### config.mk
export PLATFORM = sky130hd
export DESIGN_NAME = frame_accumulator_flat
export DESIGN_NICKNAME = d
export VERILOG_FILES = /design/src/rtl/adder_pkg.sv /design/src/rtl/frame_accumulator_if.sv /design/src/rtl/ripple_carry_adder.sv /design/src/rtl/frame_accumulator.sv /design/src/flat_wrapper.sv
export SDC_FILE = /design/constraint.sdc
export NUM_CORES = 1
export LEC_CHECK = 0
export CAP_MARGIN = 20
export CORE_AREA = 2 2 47 49
export DETAILED_ROUTE_END_ITERATION = 7
export DIE_AREA = 0 0 49 51
export GPL_TIMING_DRIVEN = 0
export PLACE_DENSITY = 0.8
export SYNTH_ARGS = -nofsm -noshare
export SYNTH_HDL_FRONTEND = slang
export SYNTH_SLANG_ARGS = --single-unit
### constraint.sdc
create_clock -name clk -period 2.7 [get_ports clk]
set_clock_uncertainty 0.2 [all_clocks]
set_input_delay 0.27 -clock clk [delete_from_list [all_inputs] [get_ports clk]]
set_output_delay 0.27 -clock clk [all_outputs]
set_load 0.01 [all_outputs]
### src/rtl/adder_pkg.sv
// Shared definitions for the adder library and its clocked consumers.
package adder_pkg;

  typedef enum logic {ST_ACC, ST_OUT} facc_state_t;

  // Counter width able to hold the values 0..len.
  function automatic int unsigned cnt_width(input int unsigned len);
    return (len < 1) ? 1 : $clog2(len + 1);
  endfunction

endpackage

### src/rtl/frame_accumulator_if.sv
// Operand stream in, frame result out, both valid/ready.
interface frame_accumulator_if #(
  parameter int unsigned N     = 4,
  parameter int unsigned ACC_W = 6
);
  logic             in_valid;
  logic             in_ready;
  logic [N-1:0]     in_data;
  logic             out_valid;
  logic             out_ready;
  logic [ACC_W-1:0] out_sum;
  logic             out_ovf;

  modport master (
    output in_valid, in_data, out_ready,
    input  in_ready, out_valid, out_sum, out_ovf
  );

  modport slave (
    input  in_valid, in_data, out_ready,
    output in_ready, out_valid, out_sum, out_ovf
  );
endinterface

### src/rtl/ripple_carry_adder.sv
// W-bit ripple carry adder built from a chain of full adders.
module ripple_carry_adder #(
  parameter int unsigned W = 4
) (
  input  logic [W-1:0] a,
  input  logic [W-1:0] b,
  input  logic         cin,
  output logic [W-1:0] sum_c,
  output logic         cout_c
);

  logic [W:0] carry;

  assign carry[0] = cin;

  for (genvar i = 0; i < W; i++) begin : g_fa
    assign sum_c[i]     = a[i] ^ b[i] ^ carry[i];
    assign carry[i + 1] = (a[i] & b[i]) | (carry[i] & (a[i] ^ b[i]));
  end

  assign cout_c = carry[W];

endmodule

### src/rtl/frame_accumulator.sv
// Sums fixed-length frames of LEN operands and hands out the total with a sticky overflow flag.
module frame_accumulator
  import adder_pkg::*;
#(
  parameter int unsigned N     = 4,
  parameter int unsigned ACC_W = 6,
  parameter int unsigned LEN   = 4
) (
  input  logic                clk,
  input  logic                rst_n,
  input  logic                clr,
  frame_accumulator_if.slave  bus
);

  localparam int unsigned CNT_W = cnt_width(LEN);
  localparam logic [CNT_W-1:0] CNT_LAST = CNT_W'(LEN - 1);

  facc_state_t      state_q, state_d;
  logic [ACC_W-1:0] acc_q, acc_d;
  logic             ovf_q, ovf_d;
  logic [CNT_W-1:0] cnt_q, cnt_d;
  logic [ACC_W-1:0] sum_q, sum_d;
  logic             sovf_q, sovf_d;

  logic [ACC_W-1:0] next_c;
  logic             cout_c;

  ripple_carry_adder #(.W(ACC_W)) u_adder (
    .a      (acc_q),
    .b      (ACC_W'(bus.in_data)),
    .cin    (1'b0),
    .sum_c  (next_c),
    .cout_c (cout_c)
  );

  // Next-state and datapath update; clr overrides everything except the held result.
  always_comb begin
    state_d = state_q;
    acc_d   = acc_q;
    ovf_d   = ovf_q;
    cnt_d   = cnt_q;
    sum_d   = sum_q;
    sovf_d  = sovf_q;

    if (clr) begin
      state_d = ST_ACC;
      acc_d   = '0;
      ovf_d   = 1'b0;
      cnt_d   = '0;
    end else begin
      case (state_q)
        ST_ACC: begin
          if (bus.in_valid) begin
            if (cnt_q == CNT_LAST) begin
              sum_d   = next_c;
              sovf_d  = ovf_q | cout_c;
              acc_d   = '0;
              ovf_d   = 1'b0;
              cnt_d   = '0;
              state_d = ST_OUT;
            end else begin
              acc_d = next_c;
              ovf_d = ovf_q | cout_c;
              cnt_d = cnt_q + CNT_W'(1);
            end
          end
        end
        ST_OUT: begin
          if (bus.out_ready) state_d = ST_ACC;
        end
        default: state_d = ST_ACC;
      endcase
    end
  end

  always_ff @(posedge clk or negedge rst_n) begin
    if (!rst_n) begin
      state_q <= ST_ACC;
      acc_q   <= '0;
      ovf_q   <= 1'b0;
      cnt_q   <= '0;
      sum_q   <= '0;
      sovf_q  <= 1'b0;
    end else begin
      state_q <= state_d;
      acc_q   <= acc_d;
      ovf_q   <= ovf_d;
      cnt_q   <= cnt_d;
      sum_q   <= sum_d;
      sovf_q  <= sovf_d;
    end
  end

  // Handshake flags come straight from the state register.
  assign bus.in_ready  = (state_q == ST_ACC);
  assign bus.out_valid = (state_q == ST_OUT);
  assign bus.out_sum   = sum_q;
  assign bus.out_ovf   = sovf_q;

endmodule

### src/flat_wrapper.sv
// flat-port wrapper written by rule: the top's interface ports become plain ports
module frame_accumulator_flat import adder_pkg::*;
#(
  parameter int unsigned N     = 4,
  parameter int unsigned ACC_W = 6,
  parameter int unsigned LEN   = 4
)
  (clk, rst_n, clr, bus_in_valid, bus_in_data, bus_out_ready, bus_in_ready, bus_out_valid, bus_out_sum, bus_out_ovf);
  frame_accumulator_if #(.N(N), .ACC_W(ACC_W)) bus_i ();
  input  logic clk;
  input  logic rst_n;
  input  logic clr;
  input wire logic [$bits(bus_i.in_valid)-1:0] bus_in_valid;
  input wire logic [$bits(bus_i.in_data)-1:0] bus_in_data;
  input wire logic [$bits(bus_i.out_ready)-1:0] bus_out_ready;
  output wire logic [$bits(bus_i.in_ready)-1:0] bus_in_ready;
  output wire logic [$bits(bus_i.out_valid)-1:0] bus_out_valid;
  output wire logic [$bits(bus_i.out_sum)-1:0] bus_out_sum;
  output wire logic [$bits(bus_i.out_ovf)-1:0] bus_out_ovf;
  assign bus_i.in_valid = bus_in_valid;
  assign bus_i.in_data = bus_in_data;
  assign bus_i.out_ready = bus_out_ready;
  assign bus_in_ready = bus_i.in_ready;
  assign bus_out_valid = bus_i.out_valid;
  assign bus_out_sum = bus_i.out_sum;
  assign bus_out_ovf = bus_i.out_ovf;
  frame_accumulator #(.N(N), .ACC_W(ACC_W), .LEN(LEN)) u_core (.clk(clk), .rst_n(rst_n), .clr(clr), .bus(bus_i));
endmodule
Yosys cells after proc, flatten, opt, wreduce, memory -nomap -nowiden:

Cells that the tools add are included.

* add/sub/neg operators: 1
* equal/unequal tests: 2
* mux-type cells: 17
* bitwise operators: 24
* reductions and logical operators: 3

Operator list (count)
* 2-to-1 mux 6 bit: 4
* 2-to-1 mux 3 bit: 4
* bitwise AND 1 bit: 9
* XOR 1 bit: 9
* 2-to-1 mux 1 bit: 8
* bitwise OR 1 bit: 4
* AND reduction 4 bit: 1
* adder 3 x 1 -> 3 bit, second input constant: 1
* equality test 3 x 2 -> 1 bit, second input constant: 1
* != test 2 bit, second input constant: 1
* inverter 1 bit: 2
* case mux 1 bit (2 select lines): 1
* AND reduction 2 bit: 1
* nonzero test 2 bit: 1

* register bits after elaboration: 18
* logic and storage cells: 53

Logic depth before layout (Yosys ltp):

* depth after elaboration: 14
* gate-level depth with buffers: 10

Cells and area by module:

Synthesis repeated with hierarchy kept, for this count alone.

* cells, all modules: 65
* area, all modules: 900.9 sq um

By module, submodules not included
* frame_accumulator: instances 1, cells an instance 49, area an instance 743.2 sq um, seq. area each 450.4 sq um
* ripple_carry_adder: instances 1, cells an instance 16, area an instance 157.7 sq um, seq. area each 0.0 sq um

Worst setup path after synthesis:

Ideal clock, no wire load.

* path type: flip-flop to flip-flop
* start point: register u_core.acc_q[0]
* end point: register u_core.sum_q[5], in the netlist u_core.bus.out_sum[5]
* setup time: 125 ps
* data arrival time: 2048 ps
* slack: 327 ps
* cell stages (with the launch flop): 10
* buffers on the path: 0
* period minus slack after synthesis: 2373 ps
* cells stage by stage: dfrtp_1 > ha_1 > inv_1 > fa_1 > fa_1 > inv_1 > fa_1 > ha_1 > ha_1 > mux2_4

* word-level cells in the longest chain between the ends: 9

RTL lines
* from (decl): line frame_accumulator.sv:19 `logic [ACC_W-1:0] acc_q, acc_d;`
* from (signal assigned): line frame_accumulator.sv:79 `acc_q <= '0;`
* from (signal assigned): line frame_accumulator.sv:86 `acc_q <= acc_d;`
* bitwise AND 1 bit (2 in series): line ripple_carry_adder.sv:18 `assign carry[i + 1] = (a[i] & b[i]) | (carry[i] & (a[i] ^ b[i]));`
* bitwise OR 1 bit: line ripple_carry_adder.sv:18
* bitwise AND 1 bit: line ripple_carry_adder.sv:18
* bitwise OR 1 bit: line ripple_carry_adder.sv:18
* bitwise AND 1 bit: line ripple_carry_adder.sv:18
* bitwise OR 1 bit: line ripple_carry_adder.sv:18
* bitwise AND 1 bit: line ripple_carry_adder.sv:18
* XOR 1 bit: line ripple_carry_adder.sv:17 `assign sum_c[i] = a[i] ^ b[i] ^ carry[i];`
* net u_core.next_c[5]: line frame_accumulator.sv:25 `logic [ACC_W-1:0] next_c;`
* to (signal assigned): line frame_accumulator.sv:89 `sum_q <= sum_d;`
* to (decl): line frame_accumulator.sv:22 `logic [ACC_W-1:0] sum_q, sum_d;`

The timed path passes the listed nets, and every way through them passes these cells.
A chain may end at the register's enable or synchronous reset.

Worst setup path after layout:

* start point: input port bus_in_data[0]
* end point: register u_core.sum_q[5], in the netlist u_core.bus.out_sum[5]

* word-level cells in the longest chain between the ends: 9

RTL lines
* from (decl): line flat_wrapper.sv:14 `input wire logic [$bits(bus_i.in_data)-1:0] bus_in_data;`
* bitwise AND 1 bit (2 in series): line ripple_carry_adder.sv:18
* bitwise OR 1 bit: line ripple_carry_adder.sv:18
* bitwise AND 1 bit: line ripple_carry_adder.sv:18
* bitwise OR 1 bit: line ripple_carry_adder.sv:18
* bitwise AND 1 bit: line ripple_carry_adder.sv:18
* bitwise OR 1 bit: line ripple_carry_adder.sv:18
* bitwise AND 1 bit: line ripple_carry_adder.sv:18
* XOR 1 bit: line ripple_carry_adder.sv:17
* net u_core.next_c[5]: line frame_accumulator.sv:25

The timed path passes the listed nets, and every way through them passes these cells.

==> impl_metrics.py <==
metrics = {
    "synth": {
        "synth_warnings": 0,
        "ys.flop_type": "dfrtp_1",
        "synth_area_leaders": "dfrtp_1, fa_1, mux2_4",
        "yosys.cell_types.count": 22,
        "synth_most_common_cell": "dfrtp_1",
        "synth.ff_latch_count": 18,
        "async_flop_share_pct": 100.0,
        "yosys.area.top_type_share_pct": 52.02,
        "synth_fp_nets": 81,
        "ys_seq_area_share_pct": 52.02,
        "syn_area_um2": 865.8,
        "synth_edf_count": 0,
        "yosysTopAreaCell": "dfrtp_1",
        "syn_avg_cell_area_um2": 13.32,
        "netlist_top_cells_count": "dfrtp_1, inv_1, a22o_1, ha_1, mux2_4",
        "synthCells": 65,
    },
    "timing": {
        "finalMaxSlewViolations": 0,
        "period_minus_slack_ns": 2.568,
        "fmax_mhz": 389.4,
        "post-route-period-util_pct": 95.11,
        "setup_viol": 0,
        "tightest_slew_ns": 0.8081,
        "fin_setup_tns_ns": 0,
        "fin_ws_ns": 0.1320,
        "maxSlewHeadroom_pct": 45.96,
        "finalHoldViolCount": 0,
        "grt_setup_unrepaired": "no",
    },
    "route": {
        "drt_iter0_drc": 5,
        "viasPerCell": 4.912,
        "wirelength_mm": 1.406,
        "firstDrtPassIters": 4,
        "drc": 0,
        "wl_per_cell_um": 12.33,
        "drtAntennaViolNets": 0,
        "via_count": 560,
    },
    "clock_network": {
        "post_cts_buffers": 0,
        "hold_buffers": 0,
        "cts.sinks": 18,
        "ctsResizeCount": 0,
        "cts_buffers": 3,
        "clock-root-buffer": "clkbuf_4",
        "cts.clk_slew.worst_paths_ns": 0.10,
        "clk_latency_ns": 0.28,
        "htreeDepth": 1,
        "clk_path_buf_depth": 2,
        "tritoncts": "done",
    },
    "global_route": {
        "grt_pass1_wl_mm": 2.477,
        "grt_usage_pct": 12.90,
        "grt_max_degree": 19,
        "grt_pass1_vias": 569,
        "antenna_found_initial": 0,
        "grt_overflow": 0,
    },
    "place": {
        "place_congestion": 0.8264,
        "dp_hpwl_mm": 1.035,
        "place.port_buffers": 17,
        "dpl_worst_slack_ns": -0.1834,
        "placed_cells": 110,
    },
    "floorplanning": {
        "dieArea_um2": 2499,
        "start_util_pct": 41.96,
        "chipWidth_um": 49,
        "core_area_um2": 2063,
        "die_y_um": 51,
        "io_pins": 18,
        "rows": 17,
    },
    "setup_path": {
        "crit_required_ns": 2.67,
        "cp_cell_sequence": "clkdlybuf4s50_1, ha_1, inv_1, fa_1, fa_1, inv_1, fa_1, ha_1, ha_1, mux2_4",
        "path_max_fanout": 2,
        "critPathKind": "in -> reg",
        "critPathArrivalTime_ns": 2.54,
        "end_kind": "register",
        "slowest_stage": "clkdlybuf4s50_1",
        "critPathLaunchType": "input port",
        "cp_slowest_stage_delay_ns": 0.46,
    },
    "status": {
        "status": "finished clean",
    },
    "power": {
        "p_leak_uw": 0.0005582,
        "ir_worst_vdd_uv": 301.6,
        "p_sw_uw": 149.3,
        "p_per_area_nw_per_um2": 551.7,
        "comb_power_share_pct": 22.5,
        "p_clk_share_pct": 26.1,
        "power.internal_uw": 461.6,
        "sw_frac_of_total_pct": 24.44,
        "power_frac_seq_pct": 51.4,
    },
    "cells_and_area": {
        "antenna_cells": 0,
        "fin_nets": 103,
        "drive_above_1_share_pct": 13.95,
        "fill_cells": 180,
        "area_growth_pct": 27.89,
        "fin_cells": 114,
    },
    "hold_path": {
        "min_path_type": "in -> async",
    },
    "job": {
        "drv_cap": 0,
    },
}
power by group through the flow:
stage / Combinational [uW] / Sequential (uW) / Clock, uW
finish: 138 / 314 / 159
global route: 154 / 319 / 180
CTS: 140 / 315 / 172
detailed placement: 138 / 320 / 0
global placement: 137 / 319 / 0
floorplan: 62.4 / 328 / 0
worst paths after layout:
path                                             start                           endpoint  slack (ns)  cells after the start
max reg2reg                u_core.acc_q[0]$_DFFE_PN0P_  u_core.bus.out_sum[5]$_DFFE_PN0P_        0.21                      9
min in group clk           u_core.acc_q[2]$_DFFE_PN0P_        u_core.acc_q[2]$_DFFE_PN0P_        0.30                      1
max in group asynchronous                        rst_n  u_core.bus.out_sum[4]$_DFFE_PN0P_        1.55                      1
min                                              rst_n        u_core.acc_q[0]$_DFFE_PN0P_        0.24                      1
min reg2reg                u_core.acc_q[2]$_DFFE_PN0P_        u_core.acc_q[2]$_DFFE_PN0P_        0.30                      1
max                                     bus_in_data[0]  u_core.bus.out_sum[5]$_DFFE_PN0P_        0.13                     10
through the flow:
step,utilization [%],total power (uW),area (um2),hold WS (ns)
3_5_place_dp,51.91,457.9,1071,0.2736
2_1_floorplan,-,390.0,865.8,-0.2256
5_1_grt,53.67,652.8,1107,0.3050
6_report,53.67,610.9,1107,0.2404
4_1_cts,53.67,626.6,1107,0.2606
3_3_place_gp,51.91,455.7,1071,0.2742
critical path: cells and delay by family:
kind	cells	cell delay [ns]
fa+ha+maj	6	1.42
buf+inv	3	0.58
mux	1	0.27
final cells by class:
type | instances | area (um2) | share of cell area (%)
sequential | 18 | 450.4 | 40.68
multi-input combinational | 37 | 374.1 | 33.79
timing repair buffer | 17 | 170.2 | 15.37
clock buffer | 4 | 36.28 | 3.277
tap | 28 | 35.03 | 3.164
inverter | 9 | 33.78 | 3.051
buffer | 1 | 7.507 | 0.6780
state kept, by name, indices dropped and copies added, names as in the netlist:
| name | cells |
|---|---|
| u_core.bus.out_ovf | 1 |
| u_core.ovf_q | 1 |
| u_core.cnt_q | 3 |
| u_core.bus.out_valid | 1 |
| u_core.acc_q | 6 |
| u_core.bus.out_sum | 6 |
cells by family (layout without fill, tap and decap cells):
family,count (synthesis),in the layout,synth area share [%]
flops,18,18,52.02
compound gates,13,13,11.42
simple gates,10,10,8.527
buf+inv,10,31,4.769
fa+ha+maj,7,7,12.72
mux,7,7,10.55
cells in the final DEF, fill, tap and decap left out, drive strengths merged, types with 3 or more instances in the layout:
cell,synthesis,routed
dfrtp,18,18
clkdlybuf4s50,0,17
inv,9,9
a22o,5,5
mux2,5,5
ha,4,4
clkbuf,0,4
fa,3,3
per-layer routing:
layer	track usage, %	part of all wire [%]	wire length (um)	up-vias
met4	4.286	0	0	0
met5	0	0	0	-
li1	-	-	-	267
met2	21.69	46	645	14
met1	16.35	50	704	279
met3	3.216	4.0	56	0
Power figures use the tool's default switching activity.
